[src/rtl/ah_snoop_hazard_gate.sv]
// rtl/ah_snoop_hazard_gate.sv - read-request gate that holds a request until it no longer hits the write FIFO
// Snoops each accepted key, backs off for RETRY_GAP cycles on every hit, and forwards only hazard-free keys.
module ah_snoop_hazard_gate #(
    parameter int WIDTH     = 164,
    parameter int RETRY_GAP = 4,
    parameter int MAX_RETRY = 16
) (
    input  logic             clk,
    input  logic             rst,
    input  logic [WIDTH-1:0] qdata,
    input  logic             qvalid,
    output logic             qready,
    output logic [WIDTH-1:0] sdata,
    output logic             svalid,
    input  logic             smatch,
    output logic [WIDTH-1:0] odata,
    output logic             ovalid,
    input  logic             oready,
    output logic [15:0]      hazard_cnt,
    output logic             stuck,
    output logic             busy
);

    typedef enum logic [1:0] {
        S_IDLE  = 2'd0,
        S_SNOOP = 2'd1,
        S_WAIT  = 2'd2,
        S_ISSUE = 2'd3
    } state_t;

    localparam logic [7:0] GAP_INIT  = 8'(RETRY_GAP);
    localparam logic [7:0] RETRY_LIM = 8'(MAX_RETRY);

    state_t           r_state;
    state_t           w_next_state;
    logic [WIDTH-1:0] r_req;
    logic [7:0]       r_gap_cnt;
    logic [7:0]       r_retry_cnt;
    logic [15:0]      r_hazard_cnt;
    logic             w_accept;
    logic             w_issue_done;
    logic             w_hit;

    assign qready       = (r_state == S_IDLE) | ((r_state == S_ISSUE) & oready);
    assign svalid       = (r_state == S_SNOOP);
    assign ovalid       = (r_state == S_ISSUE);
    assign sdata        = r_req;
    assign odata        = r_req;
    assign busy         = (r_state != S_IDLE);
    assign stuck        = (r_retry_cnt >= RETRY_LIM);
    assign hazard_cnt   = r_hazard_cnt;

    assign w_accept     = qvalid & qready;
    assign w_issue_done = (r_state == S_ISSUE) & oready;
    // smatch only means something while the snoop strobe is up
    assign w_hit        = (r_state == S_SNOOP) & smatch;

    always_comb begin
        w_next_state = r_state;
        case (r_state)
            S_IDLE:  if (qvalid)            w_next_state = S_SNOOP;
            S_SNOOP: w_next_state = smatch ? S_WAIT : S_ISSUE;
            S_WAIT:  if (r_gap_cnt <= 8'd1) w_next_state = S_SNOOP;
            S_ISSUE: if (oready)            w_next_state = qvalid ? S_SNOOP : S_IDLE;
            default: w_next_state = S_IDLE;
        endcase
    end

    always_ff @(posedge clk) begin
        if (rst) begin
            r_state      <= S_IDLE;
            r_req        <= '0;
            r_gap_cnt    <= '0;
            r_retry_cnt  <= '0;
            r_hazard_cnt <= '0;
        end else begin
            r_state <= w_next_state;
            if (w_accept) begin
                r_req <= qdata;
            end
            if (w_accept || w_issue_done) begin
                r_retry_cnt <= '0;
            end else if (w_hit && (r_retry_cnt != 8'hFF)) begin
                r_retry_cnt <= r_retry_cnt + 8'd1;
            end
            if (w_hit) begin
                r_gap_cnt <= GAP_INIT;
                if (r_hazard_cnt != 16'hFFFF) begin
                    r_hazard_cnt <= r_hazard_cnt + 16'd1;
                end
            end else if (r_state == S_WAIT) begin
                r_gap_cnt <= r_gap_cnt - 8'd1;
            end
        end
    end

endmodule

[config.mk]
export PLATFORM = sky130hd
export DESIGN_NAME = ah_snoop_hazard_gate
export DESIGN_NICKNAME = d
export VERILOG_FILES = /design/src/rtl/ah_snoop_hazard_gate.sv
export SDC_FILE = /design/constraint.sdc
export NUM_CORES = 1
export LEC_CHECK = 0
export CAP_MARGIN = 20
export CORE_AREA = 2 2 199 201
export CTS_CLUSTER_DIAMETER = 30
export CTS_CLUSTER_SIZE = 8
export DETAILED_ROUTE_END_ITERATION = 16
export DIE_AREA = 0 0 201 203
export PLACE_DENSITY = 0.53
export SYNTH_ARGS = -nofsm -noshare
export SYNTH_HDL_FRONTEND = slang
export SYNTH_SLANG_ARGS = --single-unit
[constraint.sdc]
create_clock -name clk -period 1.77 [get_ports clk]
set_clock_uncertainty 0.05 [all_clocks]
set_input_delay 0.2655 -clock clk [delete_from_list [all_inputs] [get_ports clk]]
set_output_delay 0.2655 -clock clk [all_outputs]
set_load 0.03 [all_outputs]
Yosys cells after proc, flatten, opt, wreduce, memory -nomap -nowiden
Cells that the tools add are included.
Widths: inputs -> output; s select.

storage, ports and cells
  bits in registers = 198
  output and inout port bits = 349
  input bits = 169
  word-level logic and storage cells = 40

operators by class
  bitwise operators = 4
  order comparisons = 2
  reduce and logical (&&, ||, !) cells = 9
  $add $sub $neg = 3
  multiplexer cells = 8
  equal/unequal tests = 8

operator list
  operator               number
  $add 16x1->16 const B  1
  $ne 16x16->1 const B   1
  $add 8x1->8 const B    1
  $ge 8x5->1 const B     1
  $le 8x1->1 const B     1
  $ne 8x8->1 const B     1
  $pmux 2 s4             1
  $sub 8x1->8 const B    1
  $mux 2                 3
  $mux 3                 2
  $eq 2x2->1 const B     2
  $ne 2x2->1 const B     2
  $reduce_bool 2->1      2
  $reduce_or 2->1        2
  $and 1x1->1            3
  $reduce_and 3->1       1
  $eq 2x1->1 const B     1
  $logic_not 2->1        1
  $mux 1                 2
  $ne 2x1->1 const B     1
  $reduce_and 2->1       1
  $logic_and 1x1->1      1
  $logic_or 1x1->1       1
  $or 1x1->1             1

Logic depth before layout (Yosys ltp)
  depth in word-level cells = 6
  mapped depth = 7
  depth with buffers taken out = 6

Worst setup path after synthesis
No wires, ideal clock.

  path type = register to register
  start point = register r_hazard_cnt[0] (netlist: hazard_cnt[0])
  end point = register r_hazard_cnt[12] (netlist: hazard_cnt[12])
  period minus slack after synthesis = 2.183 ns
  arrival time = 2.010 ns
  required time = 1.597 ns
  library setup time = 0.123 ns
  slack = -0.413 ns
  stages on the path, launching flop included = 7
  buffers on the path = 1
  cells stage by stage = dfxtp_1 ha_1 nand4_2 or2_0 buf_6 a2111oi_4 mux2_1

on the way
  longest elaborated chain between the ends = 2
  elaborated cells between the ends (all ways) = 3
  those cells by class = 1 x add/sub; 1 x eq/ne; 1 x reduce/logical

RTL lines
  what                                                                   line  text
  start: declaration                                                     39    logic [15:0] r_hazard_cnt;
  start signal: assignment                                               89    r_hazard_cnt <= r_hazard_cnt + 16'd1;
  parallel branches: the longest is 2 deep, another holds $add 16x1->16  --

Several ways; the timed one is not identified.
A chain may end at the register's enable or synchronous reset.

Worst setup path in the final report
  start point = register r_retry_cnt[5]
  end point = output stuck

on the way
  longest elaborated chain between the ends = 1

RTL lines
  what                      line  text
  start: declaration        38    logic [7:0] r_retry_cnt;
  start signal: assignment  84    r_retry_cnt <= r_retry_cnt + 8'd1;
  $ge 8x5->1                50    assign stuck = (r_retry_cnt >= RETRY_LIM);
  end: declaration          20    output logic stuck,

No other way between the ends.

==> results.cfg <==
[timing]
fin_crit_sh_pct = 98.47
fin_ws_ns = 0.02710
finalCriticalPeriod_ns = 1.743
grt_setup_unrepaired = yes
tns_ns = 0
hold_viol_final = 0
setup_violations = 0
worst_slew_pin_slew_ns = 0.5059
drv_slew = 0
relSlewSlack_pct = 66.28
fmax_ghz = 0.5738

[global_routing]
gr-max-usage-layer = met2
grt_max_degree = 99
overflow = 0
use_met2_pct = 26.99
antenna_found_initial = 1
use_met1_pct = 18.17
grt_pass1_vias = 7996
gr-usage-all-layers_pct = 15.07
use_met3_pct = 3.868
grt_pass1_wl_mm = 47.86

[setup_path]
worstSetupPathType = register to output port
cp_data_required_time_ns = 1.45
reg2regPathDepth = 6
worstSetupEndpointType = output port
crit_fanout = 2
cpLargestDelayFamily = simple AND/OR/NAND/NOR gates
worstSetupStartpointType = register
cp_cell_sequence = or4_4 > buf_6
path_buf_inv = 1
crit_cells = 2
critPathSlowestCell = or4_4
arrival_ns = 1.43
slowest_delay_ns = 0.53

[route]
vias_per_cell = 4.140
drc = 0
drt_iter0_drc = 335
drt_pre_antenna_iters = 4
vias = 8338
wire_per_inst_um = 15.99
drt_wl_total_mm = 32.21
ant_nets = 0

[synth]
netlist_area_um2 = 8633
netlist_instances = 1087
ys_warn_count = 0
synth_cell_types = 48
synth_seq_cells = 198
ys.flop_type = dfxtp_1
syn_nets = 1261
ys_seq_area_share_pct = 45.91
avgSynthCellArea_um2 = 7.942
synthArstFlopShare_pct = 0
synth-edff-count = 0

[power_and_ir_drop]
p_sw_w = 0.004777
p_per_area_nw_per_um2 = 976.9
vdd_ir_drop_max_v = 0.0006797
clkPwrFrac_pct = 31.7
p_leak_nw = 6.731
pwr-share-comb_pct = 30.8
seqPwrFrac_pct = 37.5
intPower_w = 0.008981
swShare_pct = 34.72

[placed_design]
placed_area_um2 = 13700
dp_hpwl_mm = 24.91
io_buffer_count = 517
place.gp.congestion = 0.8201
post-place-cells = 1969
pre_cts_slack_ns = -0.2265

[floorplan]
fp.coreArea_um2 = 38470
io_pins = 518
die_y_um = 203
die_w_um = 201
start_util_pct = 22.44
fp-row-count = 72
die_area_um2 = 40800

[min_path]
holdCritPathClass = input pin to register
whs_path_depth = 3

[clock_tree]
cts.sinks = 198
cts.htree.levels = 4
cts_buffers = 17
cts_tree = built
path_clk_slew_ns = 0.08
cts_root_buffer = clkbuf_16
clockBufferDepth = 2
clock_latency_ns = 0.44

[cells_and_area]
finalNonFillerCells = 2014
diodes = 0
drive_gt1_share_pct = 10.43
fin_area_um2 = 14080
layout_commonest_cell = dlygate4sd2_1
layout_common_cells = 344 x dlygate4sd2_1, 339 x nand2_1, 186 x dfxtp_1, 181 x a21oi_1, 167 x clkdlybuf4s50_1
syn_to_final_growth_pct = 63.12
nets = 1657
fillers = 4170

[status]
status = finished clean

[job]
cap_violations = 0
[state kept, by name, indices dropped and copies added (netlist names)]
register,cells
r_retry_cnt,8
r_gap_cnt,8
r_state,2
odata,164
hazard_cnt,16
[stage by stage]
| stage | power [W] | hold WS [ns] | util, % |
|---|---|---|---|
| 6_report | 0.01376 | 0.3127 | 36.61 |
| 5_1_grt | 0.01442 | 0.2781 | 36.61 |
| 4_1_cts | 0.01396 | 0.2747 | 36.36 |
| 3_5_place_dp | 0.009971 | 0.4113 | 35.63 |
| 3_3_place_gp | 0.009939 | 0.4077 | 35.63 |
| 2_1_floorplan | 0.007977 | 0.3515 | - |
[layer usage]
| metal | routed length (um) | vias up |
|---|---|---|
| met1 | 14090 | 3897 |
| met3 | 1524 | 13 |
| met4 | 243 | 0 |
| met5 | 0 | - |
| met2 | 16350 | 241 |
| li1 | - | 4187 |
[path summary, 6_finish.rpt]
path / to / slack [ns] / start
min: odata[48]$_SDFFE_PP0P_ / 0.31 / qdata[48]
max reg2reg: r_retry_cnt[7]$_SDFFE_PP0P_ / 0.07 / r_state[1]$_SDFFE_PP0P_
min reg2reg: odata[67]$_SDFFE_PP0P_ / 0.41 / odata[67]$_SDFFE_PP0P_
max: stuck / 0.03 / r_retry_cnt[5]$_SDFFE_PP0P_
[power groups by stage]
stage / clock network [W] / registers [W] / logic, W
3_5_place_dp: 0 / 0.00531 / 0.00466
2_1_floorplan: 0 / 0.00584 / 0.00214
6_report: 0.00436 / 0.00516 / 0.00423
3_3_place_gp: 0 / 0.00530 / 0.00464
4_1_cts: 0.00453 / 0.00517 / 0.00426
5_1_grt: 0.00470 / 0.00522 / 0.00451
[layout make-up]
cell class	count	area, um2	area share, %
Inverter	12	45.04	0.3199
Clock buffer	18	429.2	3.048
Clock inverter	14	217.7	1.546
Tap cell	518	648.1	4.602
Multi-Input combinational cell	650	3194	22.68
Timing Repair Buffer	604	5557	39.46
Sequential cell	198	3991	28.34
[repair_timing]
action / in CTS / in global routing
hold buffers: 1 / 0
setup endpoints to repair: 350 / 21
pin swaps: 1 / 6
gates resized for setup: 367 / 24
hold endpoints to repair: 2 / 0
buffers inserted: 4 / 8
gates cloned: 0 / 1
[cell families after synthesis]
group           after synthesis  share of synthesized area (%)
simple gates                416                          20.22
buf+inv                     239                          18.19
compound gates              217                          13.67
flops                       198                          45.91
xor+xnor                      9                         0.9131
fa+ha+maj                     5                         0.7246
mux                           3                         0.3768
[worst register-to-register path, cell delays in order (launching register included)]
cell	delay [ns]
dfxtp_4	0.36
buf_6	0.12
and3b_2	0.30
o211ai_1	0.17
buf_4	0.18
or3_1	0.29
a21oi_1	0.15
[synth_stat cells (3+ instances only)]
cell type / instances / area, um2
nor2b_1: 4 / 25.02
dfxtp_1: 198 / 3964
ha_1: 5 / 62.56
nor2_1: 22 / 82.58
clkbuf_1: 22 / 82.58
nand2_1: 339 / 1272
o211ai_1: 4 / 30.03
a21oi_1: 181 / 905.9
inv_1: 12 / 45.04
or2_2: 3 / 18.77
nor4_1: 6 / 37.54
and3_1: 4 / 25.02
o31ai_1: 3 / 22.52
o41ai_1: 4 / 35.03
nand4_1: 6 / 37.54
xor2_1: 6 / 52.55
or4_1: 6 / 45.04
o21ai_0: 11 / 55.05
xnor2_1: 3 / 26.28
nand3_1: 9 / 45.04
buf_2: 39 / 195.2
or3_1: 6 / 37.54
buf_4: 164 / 1231
Note: power is estimated with default switching activity, not from simulation.
